==> config.mk <==
export PLATFORM = sky130hd
export DESIGN_NAME = ifetch_unit
export DESIGN_NICKNAME = d
export VERILOG_FILES = /design/src/rtl/mips_pkg.sv /design/src/rtl/npc_calc.sv /design/src/rtl/ifetch_unit.sv
export SDC_FILE = /design/constraint.sdc
export NUM_CORES = 1
export LEC_CHECK = 0
export BUFFER_PORTS_ARGS = -buffer_cell sky130_fd_sc_hd__buf_2
export CAP_MARGIN = 15
export CORE_MARGIN = 8
export CORE_UTILIZATION = 50
export CTS_CLUSTER_DIAMETER = 60
export CTS_CLUSTER_SIZE = 28
export DETAILED_ROUTE_END_ITERATION = 8
export HOLD_SLACK_MARGIN = 0.15
export MAX_ROUTING_LAYER = met4
export PLACE_DENSITY_LB_ADDON = 0.08
export SYNTH_ARGS = -nofsm -noshare
export SYNTH_HDL_FRONTEND = slang
export SYNTH_HIERARCHICAL = 1
export SYNTH_SLANG_ARGS = --single-unit
==> constraint.sdc <==
create_clock -name Clk -period 8.86 [get_ports Clk]
set_input_delay 1.329 -clock Clk [delete_from_list [all_inputs] [get_ports Clk]]
set_output_delay 1.329 -clock Clk [all_outputs]
set_load 0.005 [all_outputs]
==> src/rtl/mips_pkg.sv <==
// rtl/mips_pkg.sv - shared fetch-unit state encoding and constants
package mips_pkg;

  typedef enum logic {
    FETCH = 1'b0,
    VALID = 1'b1
  } fetch_state_e;

  localparam logic [31:0] PC_STEP          = 32'd4;
  localparam logic [31:0] RESET_PC_DEFAULT = 32'h0000_0000;

endpackage

==> src/rtl/npc_calc.sv <==
// rtl/npc_calc.sv - combinational next-PC select: jump, taken branch or sequential
module npc_calc
  import mips_pkg::*;
(
  input  logic [31:0] pc_i,
  input  logic        branch_i,
  input  logic [31:0] branch_off_i,
  input  logic        jump_i,
  input  logic [25:0] jump_target_i,
  output logic [31:0] next_pc_o
);

  logic [31:0] pc4;

  assign pc4 = pc_i + PC_STEP;

  // Jump has priority over branch when both are flagged.
  always_comb begin
    next_pc_o = pc4;
    if (jump_i) begin
      next_pc_o = {pc4[31:28], jump_target_i, 2'b00};
    end else if (branch_i) begin
      next_pc_o = pc4 + {branch_off_i[29:0], 2'b00};
    end
  end

endmodule

==> src/rtl/ifetch_unit.sv <==
// rtl/ifetch_unit.sv - instruction fetch front end: PC, memory handshake, held instruction
module ifetch_unit
  import mips_pkg::*;
#(
  parameter logic [31:0] RESET_PC = RESET_PC_DEFAULT,
  parameter int          ADDR_W   = 5
) (
  input  logic              Clk,
  input  logic              Reset,
  output logic              ImReq,
  output logic [ADDR_W-1:0] ImAdr,
  input  logic [31:0]       ImRdata,
  input  logic              ImRdy,
  output logic [31:0]       Instr,
  output logic              InstrValid,
  output logic [31:0]       PC,
  input  logic              Stall,
  input  logic              Branch,
  input  logic [31:0]       BranchOff,
  input  logic              Jump,
  input  logic [25:0]       JumpTarget,
  output logic [31:0]       FetchCnt
);

  fetch_state_e state_q, state_d;
  logic [31:0]  pc_q, pc_d;
  logic [31:0]  instr_q, instr_d;
  logic [31:0]  cnt_q, cnt_d;
  logic [31:0]  next_pc;
  logic         req_raw;

  npc_calc u_npc_calc (
    .pc_i          (pc_q),
    .branch_i      (Branch),
    .branch_off_i  (BranchOff),
    .jump_i        (Jump),
    .jump_target_i (JumpTarget),
    .next_pc_o     (next_pc)
  );

  always_comb begin
    state_d = state_q;
    pc_d    = pc_q;
    instr_d = instr_q;
    cnt_d   = cnt_q;
    req_raw = 1'b0;
    case (state_q)
      FETCH: begin
        req_raw = 1'b1;
        if (ImRdy) begin
          instr_d = ImRdata;
          state_d = VALID;
        end
      end
      VALID: begin
        if (!Stall) begin
          pc_d    = next_pc;
          cnt_d   = cnt_q + 32'd1;
          state_d = FETCH;
        end
      end
      default: state_d = FETCH;
    endcase
  end

  // Reset must drop the request combinationally so memory never sees a live fetch.
  assign ImReq      = req_raw && !Reset;
  assign ImAdr      = pc_q[ADDR_W+1:2];
  assign Instr      = instr_q;
  assign InstrValid = (state_q == VALID);
  assign PC         = pc_q;
  assign FetchCnt   = cnt_q;

  always_ff @(posedge Clk) begin
    if (Reset) begin
      state_q <= FETCH;
      pc_q    <= RESET_PC;
      instr_q <= 32'h0;
      cnt_q   <= 32'h0;
    end else begin
      state_q <= state_d;
      pc_q    <= pc_d;
      instr_q <= instr_d;
      cnt_q   <= cnt_d;
    end
  end

endmodule
==> results.md, run 1 <==
- Status: completed
- Cell Count, Final, Fillers Out: 1241
- Initial antenna violation count: 0
- Top cells by area, synth: dfxtp_1, nand2_1, a21oi_1
- Die Span Y: 132.4 microns
- Largest net degree at the start of global routing: 103
- Fin crit period: 4128 ps
- Row Count: 42
- # hold bufs at CTS: 0
- Postcts setup bufs: 0
- Worst path slowest cell: dfxtp_1
- Vias/cell: 5.508
- Area of the core: 0.01324 sq mm
- Grt ovf: 0
- Vias in the first global route: 6408
- Critical path launch point type: flop
- MaxCap Viol Count: 0
- Number of synthesized flops with an enable pin: 0
- Iteration-0 DRC Markers: 617
- Leading area contributor after synthesis: dfxtp_1
- Post-DRT Antenna Nets: 0
- IO Pins: 199
- Chip width: 132.4 microns
- Worst Setup End Kind: flop
- Layout area overhead: 19.04%
- Overall Global Routing Usage: 22.12%
- Final period util: 46.60%
- # setup viols final: 0
- Fmax: 0.2422 GHz
- Filler cells: 1326
- Fin. Hold Viols: 0
- VDD IR max: 0.0001072 V
- Post-Route Utilization: 60.89%
- Ys Warns: 6
- Dominant synthesized flop cell: dfxtp_1
- DRT Pass-1 Iters: 5
- IO Port Bufs: 196
- Setup TNS: 0 ps
- Cts bufs inserted: 9
- H-tree Lvls: 3
- Clk_skew: 7.291 ps
- Netlist cell types: 68
- Static leakage: 3.581 nW
- Die area: 0.01753 sq mm
- Worst-Margin Slew: 1081 ps
- Fraction of layout cells with a size suffix above 1: 22.25%
- Nets@finish: 1195
- RSZ-0062 raised after global routing: no
- WL/cell: 15.72 microns
- CTS tree: built
- Async SR Flop Fraction: 0%
- Register area: 0.001942 sq mm
- Starting density of the core: 51.15%
- Root Driver: clkbuf_16
- WP buf/inv: 0
- Worst Path Max Fanout: 8
- Worst-path cell chain: and4_1 > nand4_1 > nor3_2 > nand2_1 > xnor2_1 > ha_1 > a21o_1 > a21o_1 > a21oi_1 > o32ai_1 > or4_1 > o21ai_2 > xor2_1 > a221oi_2 > nand2_1 > a21oi_1
- Syn Inst Count: 904
- Critical setup path kind: reg2reg
- Worst EP required: 9110 ps
- Pins Over Slew Limit: 0
- Syn Nets: 1039
- Worst skew pair latency: 340 ps
- Area share of the largest cell type after synthesis: 28.67%
- Yosys reg bits: 97
- WL final: 19500 microns
- Post-synthesis sequential area ratio: 28.67%
- Syn avg cell area: 7.493 sq um
- Cts repair resizes: 0
- CP delay by family, top: simple AND/OR/NAND/NOR gates
- Hold WC Path Type: reg2reg
- # diodes: 0
- DP HPWL: 14740 microns
- First-pass GRT wire length: 31760 microns
- Slowest stage delay, CP: 440 ps
- DRC: 0
- Via count: 6835
- CTS Buffer Depth: 2
- GPL Wtd Cong: 0.8694
- CP Data Arrival Time: 4380 ps
- Power consumption: 1.038 mW
- Rel. slew slack: 27.95%
- Clock Pin Slew Worst Setup and Hold Paths: 60 ps
- Multi-input gate area: 0.004507 sq mm
- Synthesized area: 0.006774 sq mm
- Pwr dens: 128.7 mW/mm^2
- # clock sinks: 97
- Cell count after placement: 1225
-- synthesized netlist by cell type, drive strengths merged (6+ instances only) --
master / number
o31ai: 9
nand3: 33
clkbuf: 38
and2: 8
xnor2: 34
xor2: 24
and4: 6
ha: 38
buf: 17
nor3: 21
mux2: 9
mux2i: 12
a21o: 16
o21bai: 6
a211oi: 15
dfxtp: 97
nand2: 184
and3: 11
a21oi: 123
nand4: 26
inv: 24
nor2: 36
or4: 8
o21ai: 38
nor2b: 13
or3: 7
-- state kept, by name, indices dropped and copies added, names as in the netlist --
register,flops
InstrValid,1
Instr,32
FetchCnt,32
PC,32
-- tightest hold or removal path: stages, from the launching register on --
cell	delay (ps)
dfxtp_1	310
nand2_1	50
a21oi_1	50
-- cell type report --
| class | instances | area share (%) |
|---|---|---|
| multi-input cells | 728 | 55.89 |
| flip-flops and latches | 97 | 24.08 |
| repair buffers | 200 | 12.57 |
| clock buffers | 14 | 3.150 |
| well taps | 176 | 2.731 |
| inverters | 24 | 1.117 |
| clock inverters | 2 | 0.4655 |
-- placed cells by master (no fill, tap or decap), drive strengths merged, types with 6 or more instances in the layout --
master / count
a211oi: 15
a21o: 16
a21oi: 123
and2: 8
and3: 11
and4: 6
buf: 200
clkbuf: 14
dfxtp: 97
ha: 38
inv: 24
mux2: 9
mux2i: 12
nand2: 184
nand3: 33
nand4: 26
nor2: 36
nor2b: 13
nor3: 21
o21ai: 38
o21bai: 6
o31ai: 9
or3: 7
or4: 8
xnor2: 34
xor2: 24
-- power breakdown --
group	switching, mW	internal (mW)	total, mW
Clock	0.155	0.227	0.383
Sequential	0.0122	0.450	0.462
Combinational	0.111	0.0818	0.193
-- kinds of logic (layout without fill, tap and decap cells) --
group                      Yosys count  after routing  synth area share [%]
AOI/OAI and AO/OA                  233            233                 20.96
xor gates and xnor gates            58             58                 7.499
adders and majority gates           39             39                 7.314
buffers and inverters               79            240                 4.840
DFF                                 97             97                 28.67
muxes                               21             21                 3.269
and+or+nand+nor                    377            377                 27.45
-- routing by layer --
layer  part of all wire, %  GRT usage (%)
met4                   1.8          6.562
met1                    48          29.56
met2                    44          33.15
met5                     0              -
met3                   6.3          4.116
-- worst paths after layout --
| path | from | endpoint | slack, ps | cells after the start |
|---|---|---|---|---|
| max | PC[10] | PC[27] | 4730 | 16 |
| min | Instr[27] | Instr[27] | 450 | 2 |
| max reg2reg | PC[10] | PC[27] | 4730 | 16 |
| min reg2reg | Instr[27] | Instr[27] | 450 | 2 |
-- through the flow --
stage               setup WS (ps)  hold slack [ps]  instance area, sq um
global route                 4346            468.7                  8064
floorplan                    5297            452.7                  6774
detailed placement           4779            443.1                  7772
global placement             4804            438.0                  7772
CTS                          4765            451.9                  8064
finish                       4732            450.1                  8064
Note: power is estimated with default switching activity, not from simulation.
==> inputs of run 2 (changes only) <==
ABC_AREA = 1   (was default)
clock period = 3.32 ns   (was 8.86 ns; I/O delays follow)
==> run 2 against run 1 <==
Against the previous run:
- clock skew is 1.9 ps higher
- synthesized cell count is 50% higher
- power grew to 3.0 times the previous value
- largest cell class unchanged
- largest power group unchanged
==> results.md, run 2 <==
- Post-synthesis sequential area ratio: 24.49%
- Row Count: 46
- Register area: 0.001953 sq mm
- Crit path top cell by count: nand2_1
- Crit. Startpoint: PC[9]
- Cell count after placement: 1758
- R2r startpoint: PC[9]
- Static leakage: 5.142 nW
- Multi-input gate area: 0.005223 sq mm
- Worst-Margin Slew: 969.4 ps
- Switch Pwr: 1.054 mW
- CTS tree: built
- CTS Buffer Depth: 2
- IO Port Bufs: 196
- CP delay by family, top: simple AND/OR/NAND/NOR gates
- Die Span Y: 141.9 microns
- P_int: 2.080 mW
- Post-Place Cell Area: 0.009188 sq mm
- Syn Inst Count: 1360
- Ys Warns: 6
- Commonest non-fill, non-tap cell in the layout: nand2_1
- Nets@finish: 1688
- Initial antenna violation count: 0
- Starting density of the core: 50.47%
- Vias/cell: 5.064
- Leading area contributor after synthesis: dfxtp_1
- Fmax: 0.3201 GHz
- Worst Path Max Fanout: 6
- Power consumption: 3.134 mW
- Commonest non-fill, non-tap cells in the layout: nand2_1, nor2_1, buf_2, inv_1
- Critical setup path kind: reg2reg
- DRC: 0
- Gate power share: 26.5%
- Critical path launch point type: flop
- GRT met1 Usage: 33.55%
- Most common library cells after synthesis: nand2_1, nor2_1, inv_1
- # clock sinks: 97
- Worst EP required: 3570 ps
- Switching share of power: 33.63%
- Yosys reg bits: 97
- Largest family of logic cells by synthesized area: simple AND/OR/NAND/NOR gates
- Worst skew pair latency: 350 ps
- # setup viols final: 0
- Fraction of layout cells with a size suffix above 1: 20.80%
- GPL Wtd Cong: 0.9737
- Cts bufs inserted: 9
- Syn Nets: 1495
- Post-DRT Antenna Nets: 0
- # diodes: 0
- Worst Setup End Kind: flop
- Setup TNS: 0 ps
- Grt ovf: 0
- Clock Pin Slew Worst Setup and Hold Paths: 70 ps
- VDD IR max: 0.0002944 V
- Mux cell area share after synthesis: 0%
- Top cells by area, synth: dfxtp_1, nand2_1, nor2_1
- Area share of the largest cell type after synthesis: 24.49%
- Synthesized area: 0.007930 sq mm
- Seq pwr share: 40.8%
- Pins Over Slew Limit: 0
- Chip width: 141.9 microns
- Met3 usage: 4.764%
- Rel. slew slack: 35.30%
- Status: completed
- Cell Count, Final, Fillers Out: 1774
- DRT Pass-1 Iters: 6
- Clock share of power: 32.7%
- Fin. Hold Viols: 0
- Filler cells: 1620
- Largest net degree at the start of global routing: 45
- Postcts setup bufs: 0
- Pwr dens: 325.6 mW/mm^2
- Fin area: 0.009625 sq mm
- DP HPWL: 21220 microns
- Post-synthesis adder-cell area fraction: 6.248%
- Async SR Flop Fraction: 0%
- Post-synthesis simple-gate area fraction: 44.13%
- Syn avg cell area: 5.831 sq um
- H-tree Lvls: 3
- Overall Global Routing Usage: 26.26%
- Die area: 0.02015 sq mm
- Final period util: 94.11%
- Fin crit period: 3124 ps
- Layout area overhead: 21.38%
- RSZ-0062 raised after global routing: yes
- Slowest stage delay, CP: 400 ps
- Hold WC Path Type: in2reg
- Post-Route Utilization: 61.26%
- Worst-path cell chain: nand2_1 > nor2_1 > nand2_2 > nor2_4 > nand2_1 > xor2_1 > inv_1 > ha_2 > nand2_1 > nor2_1 > inv_1 > nor2_2 > nand4_1 > nand4_1 > nand3_1 > nand2_1 > nand2_1 > o21ai_0 > nor2_1
- Via count: 8983
- Compound-gate portion of the synthesized area: 10.57%
- Grt met2 use: 40.95%
- Iteration-0 DRC Markers: 574
- WP buf/inv: 2
- CP Data Arrival Time: 3370 ps
- IO Pins: 199
- WL/cell: 14.73 microns
- Most Crowded Layer GR: met2
- First-pass GRT wire length: 40970 microns
- WL final: 26130 microns
- Number of synthesized flops with an enable pin: 0
- Most numerous cell in the Yosys netlist: nand2_1
- Hold path startpoint: ImRdata[8]
- Vias in the first global route: 8329
- # hold bufs at CTS: 0
- MaxCap Viol Count: 0
- Netlist cell types: 40
- Area of the core: 0.01571 sq mm
- Clk_skew: 9.224 ps
- Worst path slowest cell: dfxtp_1
- Root Driver: clkbuf_16
- Xor-xnor portion of the synthesized cell area: 3.187%
- Dominant synthesized flop cell: dfxtp_1
## run 2: changes by cell type after synthesis, moves of 18 or more
cell | previous run | this run
nor2_1 | 36 | 243
inv_1 | 24 | 187
a21oi_1 | 122 | 45
clkbuf_1 | 38 | 20
nand2_1 | 184 | 393
nand3_1 | 33 | 74
xnor2_1 | 34 | 12
o21ai_0 | 36 | 89
## run 2: routing by layer
metal	routed length, microns	vias to the layer above
met5	0	-
met4	657	0
met3	2072	43
met2	11470	347
met1	11930	3957
li1	-	4636
## run 2: power groups by stage
stage | logic, mW | clock network [mW] | registers [mW]
CTS | 0.811 | 1.05 | 1.27
global placement | 0.798 | 0 | 1.30
floorplan | 0.502 | 0 | 1.31
finish | 0.830 | 1.03 | 1.28
detailed placement | 0.807 | 0 | 1.30
global route | 0.936 | 1.10 | 1.29
## run 2: cell families (layout without fill, tap and decap cells)
logic type	after synthesis	after routing
fa+ha+maj	39	39
simple gates	805	805
xor+xnor	28	28
flops	97	97
buf+inv	231	429
compound gates	160	160
## run 2: tightest hold or removal path, cell delays in order
cell and delay [ps]:
buf_2 70, o21ai_0 70, nor2_1 70
## run 2: worst paths after layout
path	to	slack [ps]	depth (start not counted)
worst min register to register	Instr[10]	480	2
worst max-delay path	PC[21]	200	19
worst max register to register	PC[21]	200	19
worst min-delay path	Instr[8]	390	3
## run 2: cell type report
class	instances	area share, %
Timing Repair Buffer	221	12.14
Multi-Input combinational cell	1032	54.26
Clock buffer	10	2.483
Clock inverter	6	0.5330
Tap cell	216	2.808
Sequential cell	97	20.29
Inverter	192	7.487
## run 2: through the flow
stage	setup WS, ps	hold WS, ps
after floorplan	451.2	479.7
after global placement	145.5	456.0
after detailed placement	120.9	467.1
after CTS	106.9	380.1
after global routing	-37.41	400.5
final	195.7	388.8
## run 2: what timing repair did
item / 4_1_cts / 5_1_grt
endpoints found under the setup margin: 0 / 20
resized for setup: 0 / 40
hold endpoints to repair: 0 / 0
